==> src/rtl/input_proc_2.sv <==
// Frame-buffer write side: thresholds the DVI luma stream to 1 bpp, packs 8 pixels per byte
// (MSB = leftmost) and writes vertically decimated lines into the frame RAM.
module input_proc_2 #(
  parameter int SCREEN_WIDTH  = 80,
  parameter int SCREEN_HEIGHT = 240,
  parameter int LINE_DIV      = 2
) (
  input  logic        clock_in,
  input  logic        reset_n,
  input  logic        de,
  input  logic        vs,
  input  logic [7:0]  pixIn,
  input  logic [7:0]  threshold,
  output logic [14:0] wrAddr,
  output logic [7:0]  wrData,
  output logic        wrEn,
  output logic        frameDone
);

  typedef enum logic [1:0] {
    UNLOCKED  = 2'd0,
    WAIT_LINE = 2'd1,
    ACTIVE    = 2'd2,
    DONE      = 2'd3
  } state_t;

  localparam int XW = $clog2(SCREEN_WIDTH + 1);
  localparam int YW = $clog2(SCREEN_HEIGHT + 1);
  localparam logic [XW-1:0] X_END     = XW'(SCREEN_WIDTH);
  localparam logic [YW-1:0] Y_END     = YW'(SCREEN_HEIGHT);
  localparam logic [14:0]   LAST_ADDR = 15'(SCREEN_WIDTH * SCREEN_HEIGHT - 1);
  localparam logic [15:0]   LDIV      = 16'(LINE_DIV);

  state_t          state_q, state_d;
  logic            vs_q, vs_prev_q, de_q, de_prev_q;
  logic [7:0]      pix_q;
  logic [XW-1:0]   byte_x_q, byte_x_d;
  logic [2:0]      bit_cnt_q, bit_cnt_d;
  logic [15:0]     src_line_q, src_line_d;
  logic [YW-1:0]   line_y_q, line_y_d;
  logic [7:0]      shift_q, shift_d;
  logic [14:0]     wr_addr_q, wr_addr_d;
  logic [7:0]      wr_data_q, wr_data_d;
  logic            wr_en_q, wr_en_d;
  logic            frame_done_q, frame_done_d;

  logic            vs_rise_s, de_rise_s, de_fall_s;
  logic            line_kept_s, line_on_s, x_ok_s, take_pix_s, pix_bit_s;
  logic [14:0]     cur_addr_s;
  logic [3:0]      flush_sh_s;

  assign vs_rise_s   = vs_q & ~vs_prev_q;
  assign de_rise_s   = de_q & ~de_prev_q;
  assign de_fall_s   = ~de_q & de_prev_q;
  assign line_kept_s = (src_line_q % LDIV) == 16'd0;
  assign x_ok_s      = byte_x_q < X_END;
  // The deRise cycle already carries the first pixel, so it counts as active.
  assign line_on_s   = (state_q == ACTIVE) ||
                       ((state_q == WAIT_LINE) && de_rise_s && (line_y_q < Y_END));
  assign take_pix_s  = line_on_s && de_q && line_kept_s && x_ok_s && !vs_rise_s;
  assign pix_bit_s   = pix_q > threshold;
  assign cur_addr_s  = 15'(byte_x_q) + 15'(line_y_q) * 15'(SCREEN_WIDTH);
  assign flush_sh_s  = 4'd8 - {1'b0, bit_cnt_q};

  always_ff @(posedge clock_in or negedge reset_n) begin
    if (!reset_n) begin
      state_q      <= UNLOCKED;
      vs_q         <= 1'b0;
      vs_prev_q    <= 1'b0;
      de_q         <= 1'b0;
      de_prev_q    <= 1'b0;
      pix_q        <= 8'd0;
      byte_x_q     <= '0;
      bit_cnt_q    <= 3'd0;
      src_line_q   <= 16'd0;
      line_y_q     <= '0;
      shift_q      <= 8'd0;
      wr_addr_q    <= 15'd0;
      wr_data_q    <= 8'd0;
      wr_en_q      <= 1'b0;
      frame_done_q <= 1'b0;
    end else begin
      state_q      <= state_d;
      vs_q         <= vs;
      vs_prev_q    <= vs_q;
      de_q         <= de;
      de_prev_q    <= de_q;
      pix_q        <= pixIn;
      byte_x_q     <= byte_x_d;
      bit_cnt_q    <= bit_cnt_d;
      src_line_q   <= src_line_d;
      line_y_q     <= line_y_d;
      shift_q      <= shift_d;
      wr_addr_q    <= wr_addr_d;
      wr_data_q    <= wr_data_d;
      wr_en_q      <= wr_en_d;
      frame_done_q <= frame_done_d;
    end
  end

  always_comb begin
    state_d = state_q;
    if (vs_rise_s) begin
      state_d = WAIT_LINE;
    end else begin
      case (state_q)
        UNLOCKED:  state_d = UNLOCKED;
        WAIT_LINE: begin
          if (line_y_q >= Y_END) state_d = DONE;
          else if (de_rise_s)    state_d = ACTIVE;
          else                   state_d = WAIT_LINE;
        end
        ACTIVE:    state_d = de_fall_s ? WAIT_LINE : ACTIVE;
        DONE:      state_d = DONE;
        default:   state_d = UNLOCKED;
      endcase
    end
  end

  // Pixel packing, line bookkeeping and write-port generation.
  always_comb begin
    byte_x_d   = byte_x_q;
    bit_cnt_d  = bit_cnt_q;
    src_line_d = src_line_q;
    line_y_d   = line_y_q;
    shift_d    = shift_q;
    wr_addr_d  = wr_addr_q;
    wr_data_d  = wr_data_q;
    wr_en_d    = 1'b0;
    if (vs_rise_s) begin
      byte_x_d   = '0;
      bit_cnt_d  = 3'd0;
      src_line_d = 16'd0;
      line_y_d   = '0;
      shift_d    = 8'd0;
    end else if (take_pix_s) begin
      shift_d   = {shift_q[6:0], pix_bit_s};
      bit_cnt_d = bit_cnt_q + 3'd1;
      if (bit_cnt_q == 3'd7) begin
        wr_en_d   = 1'b1;
        wr_data_d = {shift_q[6:0], pix_bit_s};
        wr_addr_d = cur_addr_s;
        byte_x_d  = byte_x_q + XW'(1);
      end else begin
        byte_x_d  = byte_x_q;
      end
    end else if ((state_q == ACTIVE) && de_fall_s) begin
      // Partial byte is left-aligned so the unused LSBs read as unlit.
      if (line_kept_s && (bit_cnt_q != 3'd0) && x_ok_s) begin
        wr_en_d   = 1'b1;
        wr_data_d = shift_q << flush_sh_s;
        wr_addr_d = cur_addr_s;
      end else begin
        wr_en_d   = 1'b0;
      end
      src_line_d = src_line_q + 16'd1;
      if (line_kept_s) begin
        line_y_d  = line_y_q + YW'(1);
        byte_x_d  = '0;
        bit_cnt_d = 3'd0;
        shift_d   = 8'd0;
      end else begin
        line_y_d  = line_y_q;
      end
    end else begin
      wr_en_d = 1'b0;
    end
    frame_done_d = wr_en_d && (wr_addr_d == LAST_ADDR);
  end

  assign wrAddr    = wr_addr_q;
  assign wrData    = wr_data_q;
  assign wrEn      = wr_en_q;
  assign frameDone = frame_done_q;

endmodule

==> config.mk <==
export PLATFORM = sky130hd
export DESIGN_NAME = input_proc_2
export DESIGN_NICKNAME = d
export VERILOG_FILES = /design/src/rtl/input_proc_2.sv
export SDC_FILE = /design/constraint.sdc
export NUM_CORES = 1
export LEC_CHECK = 0
export BUFFER_PORTS_ARGS = -buffer_cell sky130_fd_sc_hd__buf_2
export CORE_ASPECT_RATIO = 0.9
export CORE_MARGIN = 2
export CORE_UTILIZATION = 23
export CTS_CLUSTER_DIAMETER = 50
export DETAILED_ROUTE_END_ITERATION = 10
export PLACE_DENSITY = 0.5
export SLEW_MARGIN = 20
export SYNTH_ARGS = -nofsm -noshare
export SYNTH_HDL_FRONTEND = slang
export SYNTH_SLANG_ARGS = --single-unit
==> constraint.sdc <==
create_clock -name clock_in -period 4.8 [get_ports clock_in]
set_input_delay 0.96 -clock clock_in [delete_from_list [all_inputs] [get_ports clock_in]]
set_output_delay 0.96 -clock clock_in [all_outputs]
set_load 0.1 [all_outputs]
# After elaboration in Yosys (flattened, before gate mapping)

Index checks and enable logic that the tools add are counted.

Flip-flop bits (word level): 81
Input bits: 20
Output and inout port bits: 25
Word-level logic and storage cells: 107

Add/subtract/negate cells: 6
Multiply operators: 1
Order comparisons: 4
Equal/unequal tests: 8
Shift operators: 1
Mux-type cells: 39
Bitwise operators: 7
Reductions and logical operators: 26

Operator list:

| operator              | count |
|---|---|
| $mux 8                | 12 |
| $mux 15               | 5 |
| $mux 16               | 3 |
| $mux 7                | 5 |
| $add 16x1->16 const B | 1 |
| $logic_not 16->1      | 1 |
| $add 7x15->15         | 1 |
| $eq 15x15->1 const B  | 1 |
| $mux 3                | 4 |
| $mul 8x3->11 const B  | 1 |
| $logic_and 1x1->1     | 10 |
| $reduce_bool 3->1     | 3 |
| $add 8x1->8 const B   | 1 |
| $ge 8x8->1 const B    | 1 |
| $gt 8x8->1            | 1 |
| $lt 8x8->1 const B    | 1 |
| $mux 2                | 4 |
| $pmux 2 s4            | 1 |
| $reduce_bool 2->1     | 4 |
| $shl 8x4->8           | 1 |
| $add 7x1->7 const B   | 1 |
| $lt 7x7->1 const B    | 1 |
| $reduce_and 3->1      | 2 |
| $mux 1                | 5 |
| 15 further kinds      | 22 |

# Longest topological paths before layout

Depth after elaboration: 13
Depth in mapped cells: 11

# Worst setup path before layout

Ideal clock, no wire load.

Path kind: register to register
From: reg line_y_q[1]
To: reg frame_done_q (netlist: frameDone)
Arrival time: 2.779 ns
Data required time: 4.700 ns
Setup slack: 1.920 ns
Cell stages (with the launch flop): 12
Path buffers: 0
Clock period less this slack: 2.880 ns
Cell sequence: dfrtp_1 > ha_1 > ha_1 > inv_1 > fa_1 > nand2b_1 > nor2_1 > nand2_1 > xor2_1 > or4b_1 > nor4_1 > nor4bb_1

Word-level cells in the longest chain between the ends: 11

RTL lines:

| what                                                   | line | text |
|---|---|---|
| start: declaration                                     | 40   | `logic [YW-1:0] line_y_q, line_y_d;` |
| start signal: assignment                               | 92   | `line_y_q <= line_y_d;` |
| branches (longest 10 deep; another with $add 7x15->15) | -    |  |
| $logic_and 1x1->1 *                                    | 168  | `frame_done_d = wr_en_d && (wr_addr_d == LAST_ADDR);` |
| via frame_done_d                                       | 45   | `logic frame_done_q, frame_done_d;` |
| end signal: assignment                                 | 97   | `frame_done_q <= frame_done_d;` |
| end: declaration                                       | 45   |  |

Mark *: on every way through the listed nets, which the timed path passes.
A chain may end at the register's enable or synchronous reset.

# Final worst setup path

Ends and elaborated chain as after synthesis.

==> results.toml <==
[outcome]
status = "completed"

[cells_and_area]
drive_gt1_share_pct = 19.1
final_cell_mix = "66 x dfrtp_1, 50 x nand2_1, 44 x buf_2"
area_growth_pct = 21.5
diodes = 0
layout_commonest_cell = "dfrtp_1"
num-nets-final = 471

[clock_tree]
cts-buffers-inserted = 9
post_cts_resized = 0
cts_root_buffer = "clkbuf_16"
post-cts-setup-buffers = 0
ctsHoldBuffers = 0
path_clk_slew_ns = 0.05
cts_max_level = 3
cts_tree = "yes"
clock_path_buffers = 2
cts_sinks = 66
worst_skew_pair.late_latency_ns = 0.33

[routing]
drt_iter0_markers = 121
route.vias.total = 2765
via_per_inst = 4.38
firstDrtPassIters = 4
ant_nets = 0
drc_errors = 0
wl_um = 7410
wl_per_cell_um = 11.7

[global_route]
antenna_found_initial = 0
grt_pass1_vias = 2747
grt_pass1_wl_um = 12800
grt.total_usage_pct = 9.36
globalRouteOverflowTotal = 0
grt_max_degree = 51

[power_and_ir_drop]
sequentialPowerShare_pct = 37.4
power_switching_uw = 468
p_sw_share_pct = 28.6
p_int_mw = 1.17
ir_drop_mv = 0.174
p_comb_share_pct = 17.0
power_leakage_nw = 2.19
pwr-share-clk_pct = 45.5
powerDensity_nw_per_um2 = 364

[synthesis]
syn-num-nets = 425
synthFlopType = "dfrtp_1"
ys_ff_latch = 66
synth_cell_types = 58
async_reset_ff_share_pct = 100
yosysSeqAreaShare_pct = 44.6
yosysWarnings = 0
synth_edf_count = 0
synth.avg_cell_area_sq_um = 9.91
syn_inst = 374
syn_area_sq_um = 3700

[worst_setup_path]
required_ns = 5.03
cp.arrival_ns = 3.35
worstSetupStartpointType = "register"
path_class = "reg -> reg"
critPathMaxFanout = 7
end_kind = "register"

[floorplanning]
chipHeight_um = 124
die-area_sq_um = 17100
pin_count = 45
die_w_um = 138
core_sq_um = 16000
initial_core_util_pct = 23.2
placementRows = 44

[job]
cap_violations = 0

[worst_hold_path]
hold_path.class = "reg -> reg"

[placed_design]
routabilityCongestion = 0.801
place_ws_ns = 1.61
portBuffers = 44
hpwl_um = 5400

[sta]
period_needed_ns = 3.12
hold_violations = 0
finalSetupTns_ns = 0
fmax_mhz = 321
fin_ws_ns = 1.68
worstMarginPinSlew_ns = 0.841
min_period_over_period_pct = 64.9
finalSetupViolCount = 0
rsz0062_at_grt = "false"
fin_skew_ns = 0.00402
relSlewSlack_pct = 43.8
drv_slew = 0
-- power by group through the flow --
stage	combinational, mW	sequential [mW]	clock, mW
after floorplan	0.137	0.701	0
after global placement	0.280	0.622	0
after detailed placement	0.282	0.623	0
after CTS	0.283	0.613	0.773
after global routing	0.305	0.618	0.795
final	0.279	0.613	0.746
-- worst paths after layout --
| kind | start | endpoint | slack [ns] | cells past startpoint |
|---|---|---|---|---|
| max reg2reg | line_y_q[1] | frameDone | 1.68 | 11 |
| min reg2reg | vs_q | vs_prev_q | 0.41 | 0 |
| max | line_y_q[1] | frameDone | 1.68 | 11 |
| max in group asynchronous | reset_n | wrAddr[4] | 3.26 | 2 |
| min in group asynchronous | reset_n | vs_q | 0.55 | 1 |
| min | vs_q | vs_prev_q | 0.41 | 0 |
-- cells by family (layout without fill, tap and decap cells) --
logic type / after synthesis / in the layout / share of synthesized area [%]
AND/OR/NAND/NOR: 130 / 130 / 17.4
AO/OA/AOI/OAI: 88 / 88 / 16.3
flip-flops: 66 / 66 / 44.6
adder cells (fa/ha/maj): 31 / 31 / 10.9
buffers and inverters: 31 / 82 / 3.24
XOR/XNOR: 20 / 20 / 4.73
multiplexers: 8 / 8 / 2.87
-- metrics by stage --
| stage | cell area, sq um | cells | util, % | total power, mW | hold WS, ns |
|---|---|---|---|---|---|
| 6_report | 4500 | 632 | 28.2 | 1.64 | 0.408 |
| 5_1_grt | 4500 | 632 | 28.2 | 1.72 | 0.430 |
| 4_1_cts | 4500 | 632 | 28.2 | 1.67 | 0.413 |
| 3_5_place_dp | 4160 | 616 | 26.1 | 0.905 | 0.400 |
| 3_3_place_gp | 4160 | 616 | 26.1 | 0.902 | 0.383 |
| 2_1_floorplan | 3700 | 374 | - | 0.838 | 0.368 |
-- registers in the layout (all words and copies together) (netlist names), 2 cells and up --
register   flops
line_y_q       8
wrData         8
shift_q        8
pix_q          8
byte_x_q       7
wrAddr        15
state_q        2
bit_cnt_q      3
-- layout make-up --
class / instances / area, sq um
multi-input combinational: 277 / 1930
inverter: 18 / 67.6
timing repair buffer: 48 / 250
fill: 1694 / 11500
clock inverter: 7 / 116
sequential: 66 / 1650
tap: 207 / 259
clock buffer: 9 / 225
-- Yosys cell counts, types with 2 or more instances --
master	count	area share, %
nand3_1	8	1.1
nor3_1	5	0.68
a221oi_1	2	0.47
o21ai_0	27	3.6
nor3b_1	2	0.41
a211oi_1	4	0.81
and2b_1	2	0.41
inv_1	17	1.7
xnor2_1	8	1.9
a22o_1	9	2.1
or3_1	2	0.34
a31oi_1	2	0.34
nand2_1	50	5.1
and3_1	2	0.34
clkbuf_1	10	1.0
nor2b_1	9	1.5
o21a_1	2	0.41
a21oi_1	19	2.6
nand4_1	4	0.68
mux4_2	2	1.2
nand2b_1	3	0.51
dfrtp_1	66	45
o21ai_1	4	0.54
nor4_1	2	0.34
ha_1	29	9.8
a21o_1	5	1.0
fa_1	2	1.1
xor2_1	12	2.8
nor2_1	29	2.9
buf_2	3	0.41
mux2i_1	5	1.4
nand4_2	2	0.68
-- metal layers --
layer | wire length (um) | GRT usage [%]
met1 | 3660 | 12.5
met2 | 3240 | 13.8
met3 | 334 | 2.16
met4 | 171 | 5.22
met5 | 0 | 0
-- worst max-delay path, cell delays in order, from the launching register on --
cell and delay [ns]:
dfrtp_1 0.46, ha_1 0.34, ha_1 0.24, inv_1 0.08
fa_1 0.43, nand2b_1 0.17, nor2_1 0.12, nand2_1 0.08
xor2_1 0.15, or4b_1 0.53, nor4_1 0.18, nor4bb_1 0.24
Power figures use the tool's default switching activity.
